==> src/rtl/token_matcher_pkg.sv <==
`default_nettype none
// ============================================================================
// Module      : token_matcher_pkg
// Description : Shared types and sizing helpers for the token matcher.
//               Holds the control FSM state encoding and the functions that
//               derive entry width, lane-index width and per-lane address
//               width from the top-level parameters.
// Revision    : 1.0 - initial release
// ============================================================================
package token_matcher_pkg;

    typedef enum logic [1:0] {
        ST_IDLE = 2'd0,
        ST_SCAN = 2'd1,
        ST_RESP = 2'd2
    } state_t;

    // Bits per vocabulary entry (character 0 occupies the MSBs).
    function automatic int entry_width(input int word_length, input int data_width);
        return word_length * data_width;
    endfunction

    // Number of low address bits that select the lane.
    function automatic int lane_bits(input int num_lanes);
        return (num_lanes > 1) ? $clog2(num_lanes) : 0;
    endfunction

    // Address width inside one lane bank (at least one bit).
    function automatic int bank_addr_bits(input int addr_width, input int num_lanes);
        int gw;
        gw = addr_width - lane_bits(num_lanes);
        return (gw > 0) ? gw : 1;
    endfunction

endpackage
`default_nettype wire

==> src/rtl/token_matcher_match_bank.sv <==
`default_nettype none
// ============================================================================
// Module      : match_bank
// Description : One lane of the vocabulary store. DEPTH entries of EW bits
//               plus a per-entry valid bit, one write port and one
//               synchronous read port. Read-first: a same-cycle write and
//               read of one address returns the old contents.
//               Valid bits are cleared by reset; entry data is not.
// Ports       : clk, rst_n            - clock, async active-low reset
//               i_wr_en/addr/data/valid - write port
//               i_rd_en/addr          - read request
//               o_rd_data/o_rd_valid  - registered read result
// Revision    : 1.0 - initial release
// ============================================================================
module match_bank #(
    parameter int DEPTH = 8,
    parameter int AW    = 3,
    parameter int EW    = 24
) (
    input  logic          clk,
    input  logic          rst_n,
    input  logic          i_wr_en,
    input  logic [AW-1:0] i_wr_addr,
    input  logic [EW-1:0] i_wr_data,
    input  logic          i_wr_valid,
    input  logic          i_rd_en,
    input  logic [AW-1:0] i_rd_addr,
    output logic [EW-1:0] o_rd_data,
    output logic          o_rd_valid
);

    logic [EW-1:0]    r_mem [DEPTH];
    logic [DEPTH-1:0] r_vld;
    logic [EW-1:0]    r_rd_data;
    logic             r_rd_valid;

    // Data array carries no reset so it can map onto plain RAM.
    always_ff @(posedge clk) begin
        if (i_wr_en) begin
            r_mem[i_wr_addr] <= i_wr_data;
        end
        if (i_rd_en) begin
            r_rd_data <= r_mem[i_rd_addr];
        end
    end

    always_ff @(posedge clk or negedge rst_n) begin
        if (!rst_n) begin
            r_vld      <= '0;
            r_rd_valid <= 1'b0;
        end else begin
            if (i_wr_en) begin
                r_vld[i_wr_addr] <= i_wr_valid;
            end
            if (i_rd_en) begin
                r_rd_valid <= r_vld[i_rd_addr];
            end
        end
    end

    assign o_rd_data  = r_rd_data;
    assign o_rd_valid = r_rd_valid;

endmodule
`default_nettype wire

==> src/rtl/token_matcher.sv <==
`default_nettype none
// ============================================================================
// Module      : token_matcher
// Description : Vocabulary search engine. Searches an inclusive address
//               window for the lowest valid entry equal to the request word,
//               scanning NUM_LANES entries per cycle (one group per cycle).
//               Optional macro TOKEN_MATCHER_PREFIX_EN adds port req_len and
//               compares only the first req_len characters.
// Ports       : clk, rst_n                          - clock, async reset
//               wr_en/wr_addr/wr_word/wr_valid      - vocabulary write
//               req_valid/req_ready/req_word/
//               req_start/req_end[/req_len]         - search request
//               rsp_valid/rsp_ready/rsp_found/
//               rsp_index/rsp_range_err             - search response
// Revision    : 1.0 - initial release
// ============================================================================
module token_matcher
    import token_matcher_pkg::*;
#(
    parameter int ADDR_WIDTH  = 4,
    parameter int WORD_LENGTH = 3,
    parameter int DATA_WIDTH  = 8,
    parameter int NUM_LANES   = 2
) (
    input  logic                              clk,
    input  logic                              rst_n,
    input  logic                              wr_en,
    input  logic [ADDR_WIDTH-1:0]             wr_addr,
    input  logic [WORD_LENGTH*DATA_WIDTH-1:0] wr_word,
    input  logic                              wr_valid,
    input  logic                              req_valid,
    output logic                              req_ready,
    input  logic [WORD_LENGTH*DATA_WIDTH-1:0] req_word,
    input  logic [ADDR_WIDTH-1:0]             req_start,
    input  logic [ADDR_WIDTH-1:0]             req_end,
`ifdef TOKEN_MATCHER_PREFIX_EN
    input  logic [$clog2(WORD_LENGTH+1)-1:0]  req_len,
`endif
    output logic                              rsp_valid,
    input  logic                              rsp_ready,
    output logic                              rsp_found,
    output logic [ADDR_WIDTH-1:0]             rsp_index,
    output logic                              rsp_range_err
);

    localparam int EW    = entry_width(WORD_LENGTH, DATA_WIDTH);
    localparam int LB    = lane_bits(NUM_LANES);
    localparam int BAW   = bank_addr_bits(ADDR_WIDTH, NUM_LANES);
    localparam int DEPTH = (2 ** ADDR_WIDTH) / NUM_LANES;

    state_t                r_state, w_state_nxt;
    logic [EW-1:0]         r_word;
    logic [ADDR_WIDTH-1:0] r_start, r_end;
    logic                  r_range_err;
    logic [ADDR_WIDTH-1:0] r_issue_grp;     // next group to read
    logic                  r_issue_done;    // last group already read
    logic                  r_cmp_valid;     // bank outputs hold a group to compare
    logic [ADDR_WIDTH-1:0] r_cmp_grp;
    logic                  r_cmp_last;
    logic                  r_rsp_found;
    logic [ADDR_WIDTH-1:0] r_rsp_index;
    logic                  r_rsp_range_err;

    logic [ADDR_WIDTH-1:0] w_end_grp;
    logic                  w_issue_last;
    logic                  w_rd_en;
    logic [BAW-1:0]        w_rd_bank_addr, w_wr_bank_addr;
    logic [EW-1:0]         w_bank_data [NUM_LANES];
    logic [NUM_LANES-1:0]  w_bank_vld;
    logic [EW-1:0]         w_mask;
    logic [ADDR_WIDTH-1:0] w_lane_addr;
    logic                  w_hit;
    logic [ADDR_WIDTH-1:0] w_hit_addr;

    assign w_end_grp      = r_end >> LB;
    assign w_issue_last   = (r_issue_grp == w_end_grp);
    assign w_rd_en        = (r_state == ST_SCAN) && !r_range_err && !r_issue_done;
    assign w_rd_bank_addr = BAW'(r_issue_grp);
    assign w_wr_bank_addr = BAW'(wr_addr >> LB);

    for (genvar l = 0; l < NUM_LANES; l++) begin : g_lane
        logic w_we;
        assign w_we = wr_en && ((wr_addr & ADDR_WIDTH'(NUM_LANES - 1)) == ADDR_WIDTH'(l));

        match_bank #(
            .DEPTH (DEPTH),
            .AW    (BAW),
            .EW    (EW)
        ) u_bank (
            .clk        (clk),
            .rst_n      (rst_n),
            .i_wr_en    (w_we),
            .i_wr_addr  (w_wr_bank_addr),
            .i_wr_data  (wr_word),
            .i_wr_valid (wr_valid),
            .i_rd_en    (w_rd_en),
            .i_rd_addr  (w_rd_bank_addr),
            .o_rd_data  (w_bank_data[l]),
            .o_rd_valid (w_bank_vld[l])
        );
    end

`ifdef TOKEN_MATCHER_PREFIX_EN
    logic [$clog2(WORD_LENGTH+1)-1:0] r_len;

    // Character i takes part only when i < req_len; a length above
    // WORD_LENGTH therefore enables every character.
    always_comb begin
        w_mask = '0;
        for (int i = 0; i < WORD_LENGTH; i++) begin
            if (i < int'(r_len)) begin
                w_mask[EW-1-i*DATA_WIDTH -: DATA_WIDTH] = '1;
            end
        end
    end
`else
    assign w_mask = '1;
`endif

    // Descending loop so the lowest in-window matching lane wins.
    always_comb begin
        w_hit       = 1'b0;
        w_hit_addr  = '0;
        w_lane_addr = '0;
        for (int l = NUM_LANES - 1; l >= 0; l--) begin
            w_lane_addr = (r_cmp_grp << LB) | ADDR_WIDTH'(l);
            if (w_bank_vld[l] && (w_lane_addr >= r_start) && (w_lane_addr <= r_end) &&
                (((w_bank_data[l] ^ r_word) & w_mask) == '0)) begin
                w_hit      = 1'b1;
                w_hit_addr = w_lane_addr;
            end
        end
    end

    always_ff @(posedge clk or negedge rst_n) begin
        if (!rst_n) begin
            r_state <= ST_IDLE;
        end else begin
            r_state <= w_state_nxt;
        end
    end

    always_comb begin
        w_state_nxt = r_state;
        case (r_state)
            ST_IDLE: if (req_valid) w_state_nxt = ST_SCAN;
            ST_SCAN: begin
                if (r_range_err) begin
                    w_state_nxt = ST_RESP;
                end else if (r_cmp_valid && (w_hit || r_cmp_last)) begin
                    w_state_nxt = ST_RESP;
                end
            end
            ST_RESP: if (rsp_ready) w_state_nxt = ST_IDLE;
            default: w_state_nxt = ST_IDLE;
        endcase
    end

    always_ff @(posedge clk or negedge rst_n) begin
        if (!rst_n) begin
            r_word          <= '0;
            r_start         <= '0;
            r_end           <= '0;
            r_range_err     <= 1'b0;
            r_issue_grp     <= '0;
            r_issue_done    <= 1'b0;
            r_cmp_valid     <= 1'b0;
            r_cmp_grp       <= '0;
            r_cmp_last      <= 1'b0;
            r_rsp_found     <= 1'b0;
            r_rsp_index     <= '0;
            r_rsp_range_err <= 1'b0;
`ifdef TOKEN_MATCHER_PREFIX_EN
            r_len           <= '0;
`endif
        end else begin
            // Compare stage tracks the read issued one cycle earlier.
            r_cmp_valid <= w_rd_en;
            r_cmp_grp   <= r_issue_grp;
            r_cmp_last  <= w_issue_last;
            if (w_rd_en) begin
                if (w_issue_last) begin
                    r_issue_done <= 1'b1;
                end else begin
                    r_issue_grp <= r_issue_grp + ADDR_WIDTH'(1);
                end
            end

            case (r_state)
                ST_IDLE: begin
                    if (req_valid) begin
                        r_word          <= req_word;
                        r_start         <= req_start;
                        r_end           <= req_end;
                        r_range_err     <= (req_start > req_end);
                        r_issue_grp     <= req_start >> LB;
                        r_issue_done    <= 1'b0;
                        r_rsp_found     <= 1'b0;
                        r_rsp_index     <= '0;
                        r_rsp_range_err <= 1'b0;
`ifdef TOKEN_MATCHER_PREFIX_EN
                        r_len           <= req_len;
`endif
                    end
                end
                ST_SCAN: begin
                    if (r_range_err) begin
                        r_rsp_range_err <= 1'b1;
                    end else if (r_cmp_valid && w_hit) begin
                        r_rsp_found <= 1'b1;
                        r_rsp_index <= w_hit_addr;
                    end
                end
                ST_RESP: begin
                    if (rsp_ready) begin
                        r_rsp_found     <= 1'b0;
                        r_rsp_index     <= '0;
                        r_rsp_range_err <= 1'b0;
                    end
                end
                default: ;
            endcase
        end
    end

    assign req_ready     = (r_state == ST_IDLE);
    assign rsp_valid     = (r_state == ST_RESP);
    assign rsp_found     = r_rsp_found;
    assign rsp_index     = r_rsp_index;
    assign rsp_range_err = r_rsp_range_err;

endmodule
`default_nettype wire
==> config.mk <==
export PLATFORM = sky130hd
export DESIGN_NAME = token_matcher
export DESIGN_NICKNAME = d
export VERILOG_FILES = /design/src/rtl/token_matcher_pkg.sv /design/src/rtl/token_matcher_match_bank.sv /design/src/rtl/token_matcher.sv
export SDC_FILE = /design/constraint.sdc
export NUM_CORES = 1
export LEC_CHECK = 0
export ABC_AREA = 1
export CORE_MARGIN = 8
export CORE_UTILIZATION = 45
export DETAILED_ROUTE_END_ITERATION = 6
export HOLD_SLACK_MARGIN = 0.03
export PLACE_DENSITY = 0.75
export SLEW_MARGIN = 20
export SYNTH_ARGS = -nofsm -noshare
export SYNTH_HDL_FRONTEND = slang
export SYNTH_SLANG_ARGS = --single-unit
==> constraint.sdc <==
create_clock -name clk -period 1.69 [get_ports clk]
set_input_delay 0.338 -clock clk [delete_from_list [all_inputs] [get_ports clk]]
set_output_delay 0.338 -clock clk [all_outputs]
set_load 0.005 [all_outputs]
# Yosys cells after proc, flatten, opt, wreduce, memory -nomap -nowiden
# Memory sizes are Yosys's and may differ from the RTL's. A register that Yosys moved wholly into a read port is not among the register bits.
# Cells that the tools add are included.
# word_totals
register_bits	69
mem_bits_rw	384
input_bits	66
output_inout_bits	8
wordCells	105
mem_count	2
# mem_list
name	words	width	read_ports	rd_clocked_by_memory_dff	write_ports	line	text
g_lane[0].u_bank.r_mem	8	24	1	1	1	token_matcher_match_bank.sv:32	logic [EW-1:0] r_mem [DEPTH];
g_lane[1].u_bank.r_mem	8	24	1	1	1	token_matcher_match_bank.sv:32	
# op_classes
add_sub_neg	1
order_cmp	8
eq_ne	9
n_mux	41
n_bitwise	2
n_reduce_logical	25
# ops
cell	n
zero test 24 bit	2
bitwise XOR 24 bit	2
two-way mux 4 bit	10
two-way mux 1 bit	18
bitwise mux 8 bit	2
logical AND 1 bit	13
case mux 4 bit (3 select lines)	1
greater-or-equal comparator 4 bit	2
less-or-equal comparator 4 bit	2
less-than comparator 3 x 4 -> 1 bit, second input constant	2
two-way mux 2 bit	4
binary-select mux 1 bit (select 3 bit)	2
!= test 2 bit, second input constant	3
case mux 1 bit (3 select lines)	2
case mux 2 bit (3 select lines)	1
AND reduction 5 bit	1
adder 4 x 1 -> 4 bit, second input constant	1
equality test 4 x 3 -> 1 bit	1
greater-than comparator 4 bit	1
zero test 4 bit	1
!= test 2 x 1 -> 1 bit, second input constant	2
AND reduction 4 bit	1
demux 1 bit (select 3 bit)	1
greater-or-equal comparator 3 x 1 -> 1 bit, second input constant	1
other kinds (9)	10

# Logic depth before layout (Yosys ltp)
# depth
ltp_word	11
mapped_depth	15
mapped_depth_nobuf	15

# Cells and area by module
# From an unflattened synthesis, not the netlist that was laid out.
# hier_totals
hier_cells	1907
area_unflattened_um2	21022.7
# by_module_without_submodules
mod	instances	cells_per_inst	area_per_inst_um2	seq_area_each_um2
match_bank (g_lane[1].u_bank)	1	668	8680.8	6711.4
match_bank (g_lane[0].u_bank)	1	668	8677.1	6711.4
token_matcher	1	571	3664.8	1276.2

# Worst setup path after synthesis
# Ideal clock, no wire load.
# synth_timing
kind	in2reg
start	input wr_addr[3]
end	memory g_lane[0].u_bank.r_mem[6][0] (enable)
setup_time_ps	408
arrival_time_ps	1689
t_required_ps	1282
slack_ps	-407
cell_stages	4
path_buffers	0
cell_sequence	inv_1 -> nor3_1 -> inv_1 -> nor2_1
# synth_lines
element	line	text
start, declared	token_matcher.sv:28	input logic [ADDR_WIDTH-1:0] wr_addr,
end, declared	token_matcher_match_bank.sv:32	
# No word-level cell before the write port.

==> results.ini <==
[global_routing]
grt_pass1_wl_um=92180
grt.overflow.total=0
grtUsageTotal=0.2263
grt_pass1_vias=15320
antenna_found_initial=2
grt_max_degree=42

[synthesis]
postSynthAreaPerCell_um2=11.37
synth-edff-count=432
async_flop_share=0.1377
ys_seq_area_frac=0.7120
synth_top_area_cell=edfxtp_1
yosysMostFrequentCell=edfxtp_1
synth-main-ff-cell=edfxtp_1
synth_top_area_share=0.6284
synthTopCellsByArea=edfxtp_1 (63%), dfrtp_1 (8.4%), nor2_1 (7.7%), o21ai_0 (6.0%), nand2_1 (4.2%)
ys_types=35
synth_fp_nets=1894
synth_common_cells=edfxtp_1 (432), nor2_1 (421), o21ai_0 (247), nand2_1 (230), inv_1 (110)
yosysWarnings=0
synth-seq-cells=501
syn_area_mm2=0.02064
synth_cells=1815

[detailed_routing]
routedWlPerCell_um=26.46
routed_wl_um=72140
dr.pass1.iters=5
remaining_drc_errors=0
drtIter0Drc=2153
ant_nets=0
vias=16340
viasPerCell=5.993

[cts]
cts_buffers=52
clk_pin_slew_ps=60
clock_path_buffers=3
htree_levels=2
clock_latency_ps=640
cts_tree=built
clock-sinks=501
root_buffer=clkbuf_16

[timing]
drv_slew=0
period_share=1.147
layout_setup_ws_ps=-249.1
setup_viol=60
worst_pin_slew_ps=668.8
final-hold-violation-count=0
skew_ps=47.41
rsz0062_at_grt=true
fmax_mhz=515.7
relSlewSlack=0.5527
fin_crit_ps=1939

[worst_setup_path]
critPathRequiredTime_ps=2120
cp-startpoint=r_issue_grp[0]
start_kind=flip-flop
crit_type=reg -> reg
regToRegStartpoint=r_issue_grp[0]
r2r-end=g_lane[0].u_bank.o_rd_data[5]
path_max_fanout=18
r2r_slack_ps=-250
cp.arrival_ps=2370
reg2regPathDepth=8
worst_setup_path_end_kind=flip-flop
crit_path_end=g_lane[0].u_bank.o_rd_data[5]

[final_layout]
n_fill_cell=2992
final_nets=2163
layout-drive-gt1-share=0.3208
area_growth_pct=40.91
final_cell_area_mm2=0.02909
stdcell_count=2727

[place]
port_buffers=73
gp_congestion=1.030
placed_area_mm2=0.02333
dp_hpwl_um=34800
place_inst=2545

[power_and_ir_drop]
pwr-share-comb=0.493
p_seq_frac=0.293
ir_drop_uv=1101
p_sw_w=0.02178
power_frac_clock=0.214
p_per_area_mw_per_mm2=1901
p_leak_nw=10.63
swShare=0.3938
p_int_w=0.03352

[die]
die_area_mm2=0.05299
core_area_mm2=0.04538
fp-row-count=78
fp.dieH_um=230.2
initial_core_util=0.4549
chipWidth_um=230.2
io_pins=74

[run]
drv_cap=0

[run_status]
violations=setup timing
status=finished, violations left

[min_path]
hp-class=in -> async

critical path, cell delays in order, from the launching register on:
cell and delay, ps:
dfrtp_4 550, clkinv_8 110, buf_4 120, buf_6 250, o21ai_0 140, o22ai_1 180, buf_4 210, nor2_4 40
a31oi_1 170
power by group through the flow:
stage | registers, W | clock network [W] | logic [W]
after floorplan | 0.0159 | 0 | 0.00851
after global placement | 0.0162 | 0 | 0.0142
after detailed placement | 0.0163 | 0 | 0.0147
after CTS | 0.0161 | 0.0116 | 0.0201
after global routing | 0.0163 | 0.0123 | 0.0283
final | 0.0162 | 0.0119 | 0.0273
sequential cells by signal, summed over array words and instances, names as in the netlist:
name                      cells
r_issue_grp                   4
g_lane.u_bank.r_vld          16
r_state                       2
rsp_index                     4
r_range_err                   1
r_issue_done                  1
rsp_range_err                 1
r_cmp_valid                   1
r_end                         4
g_lane.u_bank.r_mem         384
g_lane.u_bank.o_rd_valid      2
rsp_found                     1
r_word                       24
r_cmp_last                    1
r_start                       4
g_lane.u_bank.o_rd_data      48
r_cmp_grp                     3
worst min-delay path by stage:
stage | startpoint | to | slack, ps | depth (start not counted)
global placement | rst_n | rsp_range_err | 320 | 1
finish | rst_n | r_state[1] | 260 | 2
detailed placement | rst_n | r_issue_grp[2] | 330 | 1
floorplan | rst_n | g_lane[0].u_bank.o_rd_valid | 40 | 0
CTS | rst_n | r_issue_done | 270 | 2
global route | rst_n | r_state[1] | 280 | 2
final cells by class:
type                       count  area [um2]  share of cell area
tap                          600       750.7             0.02581
multi-input combinational   1113        7325              0.2518
clock buffer                  68        1371             0.04714
inverter                     117       466.7             0.01604
sequential                   501       14710              0.5056
clock inverter                28       347.8             0.01196
timing repair buffer         299        4118              0.1416
antenna                        1       2.502          0.00008603
cells in the final DEF (no fill, tap or decap), types with 51 or more instances in the layout:
cell type and count:
edfxtp_1 432, nor2_1 243, nand2_1 223, nor2_2 107, inv_1 105, buf_4 95, o21ai_1 85, o21ai_0 78
nor2_4 73, clkbuf_16 68, dfrtp_1 67, clkdlybuf4s50_1 64, o21ai_2 51, buf_12 51
kinds of logic after synthesis:
logic type | after synthesis | share of synthesized area
compound gates | 380 | 0.09916
xor+xnor | 10 | 0.004243
fa+ha+maj | 13 | 0.007879
buf+inv | 201 | 0.04031
flops | 501 | 0.7120
simple gates | 710 | 0.1364
metal layers:
layer	global-route usage	part of all wire	wire length (um)
met1	0.2930	0.36	25790
met2	0.3667	0.47	34240
met3	0.05664	0.11	8249
met4	0.08216	0.052	3738
met5	0	0.0018	130
what timing repair did:
action,4_1_cts,5_1_grt
cloned,26,18
endpoints found under the setup margin,60,104
endpoints found under the hold margin,15,0
hold buffers,1,0
gates resized for setup,332,462
pin swaps,75,178
setup buffers,23,43
through the flow:
| stage | hold slack [ps] | util | setup WS [ps] | power [W] | TNS (ps) |
|---|---|---|---|---|---|
| 4_1_cts | 265.8 | 0.5921 | -176.5 | 0.04780 | -2957 |
| 5_1_grt | 278.7 | 0.6409 | -324.2 | 0.05689 | -11910 |
| 3_3_place_gp | 319.6 | 0.5141 | -245.6 | 0.03046 | -72410 |
| 6_report | 263.9 | 0.6410 | -249.1 | 0.05530 | -8599 |
| 3_5_place_dp | 329.8 | 0.5141 | -284.7 | 0.03094 | -79640 |
| 2_1_floorplan | 42.41 | - | -406.8 | 0.02444 | -58440 |
Note: power is estimated with default switching activity, not from simulation.
